File: src/rtl/router_out_arbiter_if.sv
// Handshake bundle between the per-port input buffers, the output arbiter and
// the output link driver. The slave modport is the arbiter's view of the bundle;
// the master modport is the view of the logic that surrounds it.
interface router_out_arbiter_if #(
  parameter int unsigned NREQ = 5,
  parameter int unsigned DW   = 8
);

  logic [NREQ-1:0]    req_valid;
  logic [NREQ-1:0]    req_ready;
  logic [NREQ*DW-1:0] req_data;
  logic [NREQ-1:0]    req_tail;

  logic               out_valid;
  logic               out_ready;
  logic [DW-1:0]      out_data;
  logic               out_tail;

  logic [NREQ-1:0]    grant;
  logic               busy;

  modport master (
    output req_valid, req_data, req_tail, out_ready,
    input  req_ready, out_valid, out_data, out_tail, grant, busy
  );

  modport slave (
    input  req_valid, req_data, req_tail, out_ready,
    output req_ready, out_valid, out_data, out_tail, grant, busy
  );

endinterface

File: src/rtl/router_out_arbiter.sv
// Router output-port arbiter. Shares one output channel among NREQ input
// buffers: a round-robin winner is granted, its flits are moved through a
// one-entry output register, and the grant is released for re-arbitration.
//
// Build option ARB_PKT_LOCK_EN:
//   defined   - the grant is held for a whole packet and released only when
//               the tail flit is accepted.
//   undefined - per-flit arbitration: every accepted flit releases the grant.
//               req_tail is still forwarded on out_tail.
module router_out_arbiter #(
  parameter int unsigned NREQ = 5,
  parameter int unsigned DW   = 8
) (
  input logic                clk,
  input logic                reset,
  router_out_arbiter_if.slave bus
);

  localparam int unsigned PW = (NREQ > 1) ? $clog2(NREQ) : 1;

  typedef enum logic [0:0] {
    StIdle,
    StLock
  } state_e;

  state_e             state_q, state_d;
  logic [NREQ-1:0]    grant_q, grant_d;
  logic [PW-1:0]      ptr_q, ptr_d;
  logic               out_valid_q, out_valid_d;
  logic [DW-1:0]      out_data_q, out_data_d;
  logic               out_tail_q, out_tail_d;

  logic               win_found;
  logic [PW-1:0]      win_idx;
  logic [PW-1:0]      cand;
  logic [PW-1:0]      owner;
  logic [DW-1:0]      own_data;
  logic               own_tail;
  logic               out_free;
  logic [NREQ-1:0]    req_ready;
  logic               xfer;
  logic               release_grant;

  // Round-robin search starting just after the last served port
  always_comb begin
    win_found = 1'b0;
    win_idx   = '0;
    cand      = '0;
    for (int unsigned off = 1; off <= NREQ; off++) begin
      cand = PW'((32'(ptr_q) + off) % NREQ);
      if (!win_found && bus.req_valid[cand]) begin
        win_found = 1'b1;
        win_idx   = cand;
      end
    end
  end

  // Encode the one-hot owner and select its flit
  always_comb begin
    owner    = '0;
    own_data = '0;
    own_tail = 1'b0;
    for (int unsigned i = 0; i < NREQ; i++) begin
      if (grant_q[i]) begin
        owner = PW'(i);
      end
      own_data = own_data | (bus.req_data[i*DW +: DW] & {DW{grant_q[i]}});
      own_tail = own_tail | (bus.req_tail[i] & grant_q[i]);
    end
  end

  // The output register can take a flit when empty or draining this cycle
  assign out_free = !out_valid_q || bus.out_ready;

  // Only the owner sees ready, and nobody does while reset is applied
  always_comb begin
    req_ready = '0;
    if (state_q == StLock && reset) begin
      req_ready = grant_q & {NREQ{out_free}};
    end
  end

  assign xfer = |(bus.req_valid & req_ready);

`ifdef ARB_PKT_LOCK_EN
  assign release_grant = own_tail;
`else
  assign release_grant = 1'b1;
`endif

  // Next-state logic for the FSM, grant, pointer and output register
  always_comb begin
    state_d     = state_q;
    grant_d     = grant_q;
    ptr_d       = ptr_q;
    out_valid_d = out_valid_q;
    out_data_d  = out_data_q;
    out_tail_d  = out_tail_q;

    if (out_valid_q && bus.out_ready) begin
      out_valid_d = 1'b0;
    end

    unique case (state_q)
      StIdle: begin
        if (win_found) begin
          grant_d          = '0;
          grant_d[win_idx] = 1'b1;
          state_d          = StLock;
        end
      end
      StLock: begin
        if (xfer) begin
          // A load overrides a same-cycle drain, giving one flit per cycle
          out_valid_d = 1'b1;
          out_data_d  = own_data;
          out_tail_d  = own_tail;
          if (release_grant) begin
            grant_d = '0;
            ptr_d   = owner;
            state_d = StIdle;
          end
        end
      end
      default: begin
        state_d = StIdle;
        grant_d = '0;
      end
    endcase
  end

  // State registers with synchronous active-low reset; a reset drops any held flit
  always_ff @(posedge clk) begin
    if (!reset) begin
      state_q     <= StIdle;
      grant_q     <= '0;
      ptr_q       <= PW'(NREQ - 1);
      out_valid_q <= 1'b0;
      out_data_q  <= '0;
      out_tail_q  <= 1'b0;
    end else begin
      state_q     <= state_d;
      grant_q     <= grant_d;
      ptr_q       <= ptr_d;
      out_valid_q <= out_valid_d;
      out_data_q  <= out_data_d;
      out_tail_q  <= out_tail_d;
    end
  end

  assign bus.req_ready = req_ready;
  assign bus.out_valid = out_valid_q;
  assign bus.out_data  = out_data_q;
  assign bus.out_tail  = out_tail_q;
  assign bus.grant     = grant_q;
  assign bus.busy      = (state_q == StLock);

  // Grant is one-hot or zero and busy follows it
  a_grant_onehot: assert property (@(posedge clk) disable iff (!reset)
    $onehot0(grant_q) && (bus.busy == |grant_q));

  // Ready is only ever offered to the owner
  a_ready_owner: assert property (@(posedge clk) disable iff (!reset)
    (req_ready & ~grant_q) == '0);

  // A stalled flit is held unchanged
  a_stall_hold: assert property (@(posedge clk) disable iff (!reset)
    (out_valid_q && !bus.out_ready) |=> (out_valid_q && $stable(out_data_q) &&
                                         $stable(out_tail_q)));

endmodule

File: src/flat_wrapper.sv
// flat-port wrapper written by rule: the top's interface ports become plain ports
module router_out_arbiter_flat 
#(
  parameter int unsigned NREQ = 5,
  parameter int unsigned DW   = 8
)
  (clk, reset, bus_req_valid, bus_req_data, bus_req_tail, bus_out_ready, bus_req_ready, bus_out_valid, bus_out_data, bus_out_tail, bus_grant, bus_busy);
  router_out_arbiter_if #(.NREQ(NREQ), .DW(DW)) bus_i ();
  input logic clk;
  input logic reset;
  input wire logic [$bits(bus_i.req_valid)-1:0] bus_req_valid;
  input wire logic [$bits(bus_i.req_data)-1:0] bus_req_data;
  input wire logic [$bits(bus_i.req_tail)-1:0] bus_req_tail;
  input wire logic [$bits(bus_i.out_ready)-1:0] bus_out_ready;
  output wire logic [$bits(bus_i.req_ready)-1:0] bus_req_ready;
  output wire logic [$bits(bus_i.out_valid)-1:0] bus_out_valid;
  output wire logic [$bits(bus_i.out_data)-1:0] bus_out_data;
  output wire logic [$bits(bus_i.out_tail)-1:0] bus_out_tail;
  output wire logic [$bits(bus_i.grant)-1:0] bus_grant;
  output wire logic [$bits(bus_i.busy)-1:0] bus_busy;
  assign bus_i.req_valid = bus_req_valid;
  assign bus_i.req_data = bus_req_data;
  assign bus_i.req_tail = bus_req_tail;
  assign bus_i.out_ready = bus_out_ready;
  assign bus_req_ready = bus_i.req_ready;
  assign bus_out_valid = bus_i.out_valid;
  assign bus_out_data = bus_i.out_data;
  assign bus_out_tail = bus_i.out_tail;
  assign bus_grant = bus_i.grant;
  assign bus_busy = bus_i.busy;
  router_out_arbiter #(.NREQ(NREQ), .DW(DW)) u_core (.clk(clk), .reset(reset), .bus(bus_i));
endmodule
File: config.mk
export PLATFORM = sky130hd
export DESIGN_NAME = router_out_arbiter_flat
export DESIGN_NICKNAME = d
export VERILOG_FILES = /design/src/rtl/router_out_arbiter_if.sv /design/src/rtl/router_out_arbiter.sv /design/src/flat_wrapper.sv
export SDC_FILE = /design/constraint.sdc
export NUM_CORES = 1
export LEC_CHECK = 0
export ABC_AREA = 0
export BUFFER_PORTS_ARGS = -buffer_cell sky130_fd_sc_hd__buf_2
export CAP_MARGIN = 20
export CORE_ASPECT_RATIO = 0.6
export CORE_UTILIZATION = 45
export DETAILED_ROUTE_END_ITERATION = 10
export MAX_ROUTING_LAYER = met4
export PLACE_DENSITY = 0.71
export SETUP_SLACK_MARGIN = 0.15
export SYNTH_ARGS = -nofsm -noshare
export SYNTH_HDL_FRONTEND = slang
export SYNTH_SLANG_ARGS = --single-unit
File: constraint.sdc
create_clock -name clk -period 5.4 [get_ports clk]
set_input_delay 0.81 -clock clk [delete_from_list [all_inputs] [get_ports clk]]
set_output_delay 0.81 -clock clk [all_outputs]
set_load 0.01 [all_outputs]
======== Word-level counts from Yosys, hierarchy flattened ========
Cells that the tools add are included.
storage, ports and cells
  flip-flop bits (word level) ............. 19
cells by class
  $add $sub $neg .......................... 5
  divide/modulo/power cells ............... 5
  order comparisons ....................... 7
  equality and inequality tests ........... 2
  muxes and demuxes ....................... 36
  bitwise logic cells ..................... 21
  reduce and logical (&&, ||, !) cells .... 16
operators with widths
  cell                   count
  $mod 32x3->32 const B  5
  $and 8x8->8            5
  $or 8x8->8             4
  $lt 3x4->1 const B     6
  $mux 3                 6
  $mux 1                 17
  $bmux 1 s3             5
  $mux 5                 3
  $and 5x5->5            2
  $pmux 5 s2             1
  $add 3x2->4 const B    2
  $add 3x3->4 const B    2
  $logic_and 1x1->1      7
  $and 1x1->1            5
  $logic_not 1->1        5
  $reduce_or 5->1        1
  $add 3x1->4 const B    1
  $mux 2                 2
  $or 1x1->1             4
  $reduce_and 2->1       2
  $demux 1 s3            1
  $ge 3x1->1 const B     1
  $ne 2x1->1 const B     1
  $ne 2x2->1 const B     1
  other kinds (3)        3

======== Depth between registers and ports, before layout ========
Gate-level depths: netlist of run 1.
  word-level depth ........................ 23
  gate-level depth with buffers ........... 20
  gate-level depth less buffers ........... 18

======== Least setup slack after synthesis of run 1 ========
OpenSTA, ideal clock, no wires.
  kind .................................... reg-to-reg
  from .................................... register u_core.ptr_q[2]
  to ...................................... register u_core.grant_q[3] (netlist: u_core.bus.grant[3])
  library setup time ...................... 0.121 ns
  arrival ................................. 4.278 ns
  required time ........................... 5.279 ns
  slack ................................... 1.001 ns
  cell stages (with the launch flop) ...... 19
  path buffers ............................ 1
  period minus slack after synthesis ...... 4.399 ns
  path through ............................ dfxtp_1 > buf_6 > inv_1 > ha_1 > o21ai_0 > nand2_1 > xnor2_1 > ha_1 > fa_1 > a21boi_1 > a21oi_1 > o21a_1 > mux2_2 > a211o_1 > nand2b_1 > or4b_1 > o21a_1 > inv_1 > a2bb2o_1
between the ends
  word-level cells in the longest chain between the ends .. 23
RTL lines
  what                                                                   RTL line                   text
  start, declared                                                        router_out_arbiter.sv:28   logic [PW-1:0] ptr_q, ptr_d;
  start signal, assigned                                                 router_out_arbiter.sv:137  ptr_q <= PW'(NREQ - 1);
  start signal, assigned                                                 router_out_arbiter.sv:144  ptr_q <= ptr_d;
  $add 3x1->4                                                            router_out_arbiter.sv:50   cand = PW'((32'(ptr_q) + off) % NREQ);
  $mod 32x3->32                                                          router_out_arbiter.sv:50
  $bmux 1 s3                                                             router_out_arbiter.sv:51   if (!win_found && bus.req_valid[cand]) begin
  $mux 1 (not written as such)                                           router_out_arbiter.sv:51
  $mux 1                                                                 router_out_arbiter.sv:51
  $logic_not 1->1                                                        router_out_arbiter.sv:51
  $logic_and 1x1->1                                                      router_out_arbiter.sv:51
  $mux 1                                                                 router_out_arbiter.sv:51
  [7 not listed]                                                         -
  $logic_and 1x1->1                                                      router_out_arbiter.sv:51
  $mux 3                                                                 router_out_arbiter.sv:51
  $lt 3x4->1 (not written as such) / $ge 3x1->1 (equally long branches)  router_out_arbiter.sv:108  grant_d[win_idx] = 1'b1;
  $logic_and 1x1->1 (not written as such)                                router_out_arbiter.sv:108
  $mux 1 (not written as such)                                           router_out_arbiter.sv:108
  $demux 1 s3                                                            -
  $mux 5                                                                 router_out_arbiter.sv:106  if (win_found) begin
  $pmux 5 s2                                                             router_out_arbiter.sv:104  unique case (state_q)
  end signal, assigned                                                   router_out_arbiter.sv:143  grant_q <= grant_d;
  end, declared                                                          router_out_arbiter.sv:27   logic [NREQ-1:0] grant_q, grant_d;
Several ways; a longest one is shown, not always the timed one. The select of a mux whose other input is x is not followed.
A chain may end at the register's enable or synchronous reset.

======== Final worst setup path of run 1 ========
  from .................................... register u_core.ptr_q[1]
  to ...................................... register u_core.grant_q[0] (netlist: u_core.bus.grant[0])
The elaborated chain is that of the path after synthesis.

==> qor.txt, run 1 <==
outcome - completed
core footprint - 6280 µm²
drt wl/cell - 17.3 µm
final instance area - 3450 µm²
post-route insts no fill - 532
clock power share - 0.148
Tightest Pin Transition - 0.627 ns
Synth area leaders - dfxtp_1, ha_1, a21oi_1
Worst Path Max Fanout - 11
Pwr per Cell Area - 193 nW/µm²
DR pass1 iterations - 6
gr ovfl total - 0
# clock sinks - 19
Total Routing Usage GR - 0.262
Final Hold Vio Count - 0
die height - 65.3 µm
WP data arrival - 5.06 ns
final setup fails - 0
Leak - 1.47 nW
synthesized area per cell - 7.70 µm²
P&R area growth vs syn - 14.7%
f_max - 206 MHz
Hold Slack - 0.482 ns
Critical Path End Type - flip-flop
placed cells - 528
postcts setup bufs - 0
Starting DRT DRC Count - 269
I/O pin count - 74
Total Routed Length - 9230 µm
DP Area - 3400 µm²
Seq/Total Area, Yosys - 0.126
EDFF count, synth - 0
Initial Utilization - 0.479
max cap viols - 0
Die ar. - 7030 µm²
vias in the first global route - 2806
syn_nets - 471
first-pass GRT wire length - 14200 µm
clock transition at the registers of the reported paths - 0.07 ns
Mapped Cells - 391
Vias per Instance - 6.19
layout net count - 529
Syn. warnings - 0
Yosys reg bits - 19
Startpoint Class - flip-flop
HP Class - flip-flop to flip-flop
# rows - 22
FFs w/ async S/R, synth - 0
gpl congestion - 0.946
Bufs on Longest Clock Path - 2
share of cells above drive strength 1 - 0.268
hpwl dp - 7300 µm
Die X - 108 µm
Yosys cell types - 79
post-route ant nets - 0
crit path time final - 4.86 ns
peak supply drop - 0.000115 V
post-synth top area cell - dfxtp_1
top cell type's share of synthesized area - 0.126
largest net degree at the start of global routing - 37
synthesized area - 3010 µm²
TritonCTS clock tree - yes
clk_skew - 0.00163 ns
RSZ-0062 raised after global routing - no
initial antenna violation count - 0
# DRC - 0
Psw - 0.294 mW
Int Power - 0.373 mW
n_diodes - 0
share of power burned in registers - 0.276
max-slew violations - 0
Root Driver - clkbuf_8
combinational share of power - 0.576
final setup TNS - 0 ns
count leader, synth - a21oi_1
ys flop type - dfxtp_1
Post-synth top cells - a21oi_1, nor2_1, ha_1
Critical Path RT - 5.60 ns
Num CTS Buffers - 3
vias - 3291
critical path class - flip-flop to flip-flop
Rel. slew slack - 0.582
switching power share of the total - 0.441
PortBufs - 73
# H-tree levels - 1
Clock Latency Late Sink - 0.25 ns
Tcrit/Tclk final - 0.900
[state kept, by name (all words and copies together) (netlist names)]
register	flops
u_core.bus.busy	1
u_core.bus.grant	5
u_core.bus.out_data	8
u_core.bus.out_tail	1
u_core.bus.out_valid	1
u_core.ptr_q	3
[kinds of logic (layout without fill, tap and decap cells)]
| kind of cell | Yosys count | count (layout) | synth area share |
|---|---|---|---|
| AO/OA/AOI/OAI | 145 | 145 | 0.351 |
| AND/OR/NAND/NOR | 115 | 115 | 0.207 |
| buffers and inverters | 55 | 112 | 0.0807 |
| adder cells (fa/ha/maj) | 28 | 28 | 0.118 |
| multiplexers | 23 | 23 | 0.0915 |
| flip-flops | 19 | 19 | 0.126 |
| XOR/XNOR | 6 | 6 | 0.0250 |
[final timing paths]
kind	from	to	slack (ns)	depth (start not counted)
setup / recovery	u_core.ptr_q[1]$_SDFFE_PN0P_	u_core.bus.grant[0]$_SDFFE_PN0P_	0.54	17
hold / removal	u_core.bus.out_data[1]$_SDFFE_PN0P_	u_core.bus.out_data[1]$_SDFFE_PN0P_	0.48	2
setup reg to reg	u_core.ptr_q[1]$_SDFFE_PN0P_	u_core.bus.grant[0]$_SDFFE_PN0P_	0.54	17
hold reg to reg	u_core.bus.out_data[1]$_SDFFE_PN0P_	u_core.bus.out_data[1]$_SDFFE_PN0P_	0.48	2
[placed cells by master, fill, tap and decap left out, types with 3 or more instances in the layout]
cell type,n
buf_2,73
a21oi_1,40
nor2_1,31
ha_1,26
inv_1,23
nand2_1,19
dfxtp_1,19
o21ai_0,16
mux2i_1,14
a22oi_1,11
nand3_1,9
a222oi_1,9
nand2b_1,8
buf_4,8
and2_1,7
mux2_2,6
nor3_1,6
a211oi_1,5
nand4_1,5
o211ai_1,5
inv_2,4
a21o_1,4
o21a_1,4
a22o_1,4
o2bb2ai_1,4
nor4_1,4
and3_1,3
a31oi_1,3
o21ai_1,3
xnor2_1,3
mux4_2,3
a32oi_1,3
clkbuf_8,3
[cell type report]
class                           count  area, µm²
Clock buffer                        4       45.0
Inverter                           27        101
Sequential cell                    19        380
Tap cell                           84        105
Timing Repair Buffer               81        425
Fill cell                         606       2830
Multi-Input combinational cell    317       2390
[layer usage]
metal  GRT usage  share of wire  vias to the layer above
li1            -              -                     1599
met1       0.412           0.50                     1542
met2       0.367           0.42                      146
met3      0.0298          0.080                        4
met4      0.0120         0.0021                        0
met5           -              0                        -
[worst max-delay path, cell delays in order (launching register included)]
cell,delay [ns]
dfxtp_1,0.50
inv_2,0.17
ha_1,0.45
o21ai_1,0.30
nand2_1,0.11
xnor2_1,0.17
ha_1,0.22
fa_1,0.37
a21boi_2,0.20
a21oi_1,0.17
o21a_1,0.19
mux2_2,0.36
a211o_1,0.30
nand2b_1,0.22
nor3_2,0.22
o2111ai_1,0.24
a2111oi_4,0.42
a22o_1,0.19
[power by group through the flow]
stage                     sequential (mW)  clock (mW)  combinational, mW
after floorplan                     0.170           0              0.290
after global placement              0.184           0              0.364
after detailed placement            0.185           0              0.372
after CTS                           0.182       0.101              0.376
after global routing                0.185       0.109              0.416
final                               0.184      0.0989              0.384
[through the flow]
stage / setup slack, ns / utilization / power [mW]
2_1_floorplan: 1.00 / - / 0.460
3_5_place_dp: 0.395 / 0.542 / 0.558
4_1_cts: 0.357 / 0.549 / 0.659
3_3_place_gp: 0.623 / 0.542 / 0.548
6_report: 0.538 / 0.550 / 0.667
5_1_grt: 0.236 / 0.550 / 0.710
[what timing repair did]
item                                    CTS  global route
gates resized for setup                   0             3
endpoints found under the hold margin     0             0
hold buffers                              0             0
endpoints found under the setup margin    0             5
Power figures use the tool's default switching activity.
==> run 2: changes to the inputs <==
- CTS_BUF_LIST: not set -> sky130_fd_sc_hd__clkbuf_4 sky130_fd_sc_hd__clkbuf_8 sky130_fd_sc_hd__clkbuf_16
==> run 2 against run 1 <==
  * Cell area grew 0.11%
  * Critical endpoint unchanged
  * Via count shrank 0.33%
  * Largest power group unchanged
  * Wire length is essentially flat
  * Die area is the same
  * Final cell count is the same
  * Total power grew 0.80%
==> qor.txt, run 2 (synthesized netlist as in run 1, its figures left out) <==
outcome - completed
clk_skew - 0.00212 ns
# DRC - 0
most frequent cells in the layout - buf_2, a21oi_1, nor2_1
r2r endpoint - u_core.bus.grant[0]$_SDFFE_PN0P_
Starting DRT DRC Count - 269
I/O pin count - 74
PortBufs - 73
max FFs per register - 8
Startpoint Class - flip-flop
Rel. slew slack - 0.585
DR pass1 iterations - 6
leading cell type in the layout, fill and taps excluded - buf_2
# H-tree levels - 1
Initial Utilization - 0.479
n_diodes - 0
f_max - 206 MHz
WP data arrival - 5.06 ns
Worst Path Max Fanout - 11
final setup fails - 0
Worst Setup EP - u_core.bus.grant[0]$_SDFFE_PN0P_
core footprint - 6280 µm²
Die X - 108 µm
final setup TNS - 0 ns
Critical Path RT - 5.60 ns
met1 usage - 0.412
Total Routed Length - 9220 µm
first-pass GRT wire length - 14200 µm
Critical Path End Type - flip-flop
vias - 3280
reg-to-reg setup timing slack - 0.54 ns
# clock sinks - 19
crit path time final - 4.86 ns
vias in the first global route - 2806
met3 GRT Util - 0.0298
HP Class - flip-flop to flip-flop
Root Driver - clkbuf_8
GR peak layer - met1
Die ar. - 7030 µm²
Tightest Pin Transition - 0.621 ns
Leak - 1.47 nW
die height - 65.3 µm
drt wl/cell - 17.3 µm
RSZ-0062 raised after global routing - no
Vias per Instance - 6.17
Clock Latency Late Sink - 0.25 ns
Hold Path Stages - 2
start of the worst register-to-register path - u_core.ptr_q[1]$_SDFFE_PN0P_
Num CTS Buffers - 3
post-route ant nets - 0
Tcrit/Tclk final - 0.901
max cap viols - 0
gr ovfl total - 0
TritonCTS clock tree - yes
layout net count - 529
critical path class - flip-flop to flip-flop
peak supply drop - 0.000116 V
share of cells above drive strength 1 - 0.270
Filler cells - 606
largest net degree at the start of global routing - 37
Final Hold Vio Count - 0
Critical Path Start - u_core.ptr_q[1]$_SDFFE_PN0P_
met2 GRT Util - 0.367
gpl congestion - 0.946
clock transition at the registers of the reported paths - 0.07 ns
R2R depth - 17
hpwl dp - 7300 µm
final core utilization - 0.550
max-slew violations - 0
Reg area - 380 µm²
Pwr per Cell Area - 195 nW/µm²
P&R area growth vs syn - 14.8%
Multi-input gate area - 2390 µm²
initial antenna violation count - 0
Total Routing Usage GR - 0.262
# rows - 22
Bufs on Longest Clock Path - 2
-- run 2: cell counts in the layout (fill, tap and decap cells not counted) --
Identical to the previous run, type by type.
-- run 2: what timing repair did --
action                     4_1_cts  5_1_grt
setup buffers                    0        0
hold buffers                     0        0
setup endpoints to repair        0        5
gates resized for setup          0        3
-- run 2: per-stage QoR --
stage / power, mW / hold slack [ns] / setup WS (ns) / instance area, µm² / cells
floorplan: 0.460 / 0.506 / 1.00 / 3010 / 391
detailed placement: 0.558 / 0.474 / 0.395 / 3400 / 528
CTS: 0.664 / 0.491 / 0.357 / 3450 / 532
global placement: 0.548 / 0.463 / 0.623 / 3400 / 528
finish: 0.672 / 0.482 / 0.536 / 3450 / 532
global route: 0.715 / 0.517 / 0.237 / 3450 / 532
-- run 2: final cells by class --
class                           instances  share of cell area
Timing Repair Buffer                   81               0.123
Inverter                               27              0.0293
Tap cell                               84              0.0304
Sequential cell                        19               0.110
Clock buffer                            4              0.0141
Multi-Input combinational cell        317               0.693
-- run 2: worst max-delay path, cell delays in order, from the launching register on --
cell	delay [ns]
dfxtp_1	0.50
inv_2	0.17
ha_1	0.45
o21ai_1	0.30
nand2_1	0.11
xnor2_1	0.17
ha_1	0.22
fa_1	0.37
a21boi_2	0.20
a21oi_1	0.17
o21a_1	0.19
mux2_2	0.36
a211o_1	0.30
nand2b_1	0.22
nor3_2	0.22
o2111ai_1	0.24
a2111oi_4	0.42
a22o_1	0.19
-- run 2: routing by layer --
layer | wire [µm] | part of all wire
met1 | 4610 | 0.50
met2 | 3850 | 0.42
met3 | 758 | 0.082
met4 | 4 | 0.00043
met5 | 0 | 0
-- run 2: how the worst min path moves through the flow --
stage	start	slack [ns]	end
floorplan	u_core.bus.out_valid$_SDFF_PN0_	0.51	u_core.bus.out_valid$_SDFF_PN0_
global placement	u_core.bus.out_data[2]$_SDFFE_PN0P_	0.46	u_core.bus.out_data[2]$_SDFFE_PN0P_
detailed placement	u_core.bus.out_data[5]$_SDFFE_PN0P_	0.47	u_core.bus.out_data[5]$_SDFFE_PN0P_
CTS	u_core.bus.out_data[5]$_SDFFE_PN0P_	0.49	u_core.bus.out_data[5]$_SDFFE_PN0P_
global route	u_core.bus.out_data[1]$_SDFFE_PN0P_	0.52	u_core.bus.out_data[1]$_SDFFE_PN0P_
finish	u_core.bus.out_data[1]$_SDFFE_PN0P_	0.48	u_core.bus.out_data[1]$_SDFFE_PN0P_
-- run 2: power by group --
| part | internal [mW] | total [mW] | switching [mW] |
|---|---|---|---|
| combinational | 0.168 | 0.384 | 0.216 |
| clock | 0.0575 | 0.104 | 0.0464 |
| sequential | 0.152 | 0.184 | 0.0323 |
| total | 0.378 | 0.672 | 0.295 |
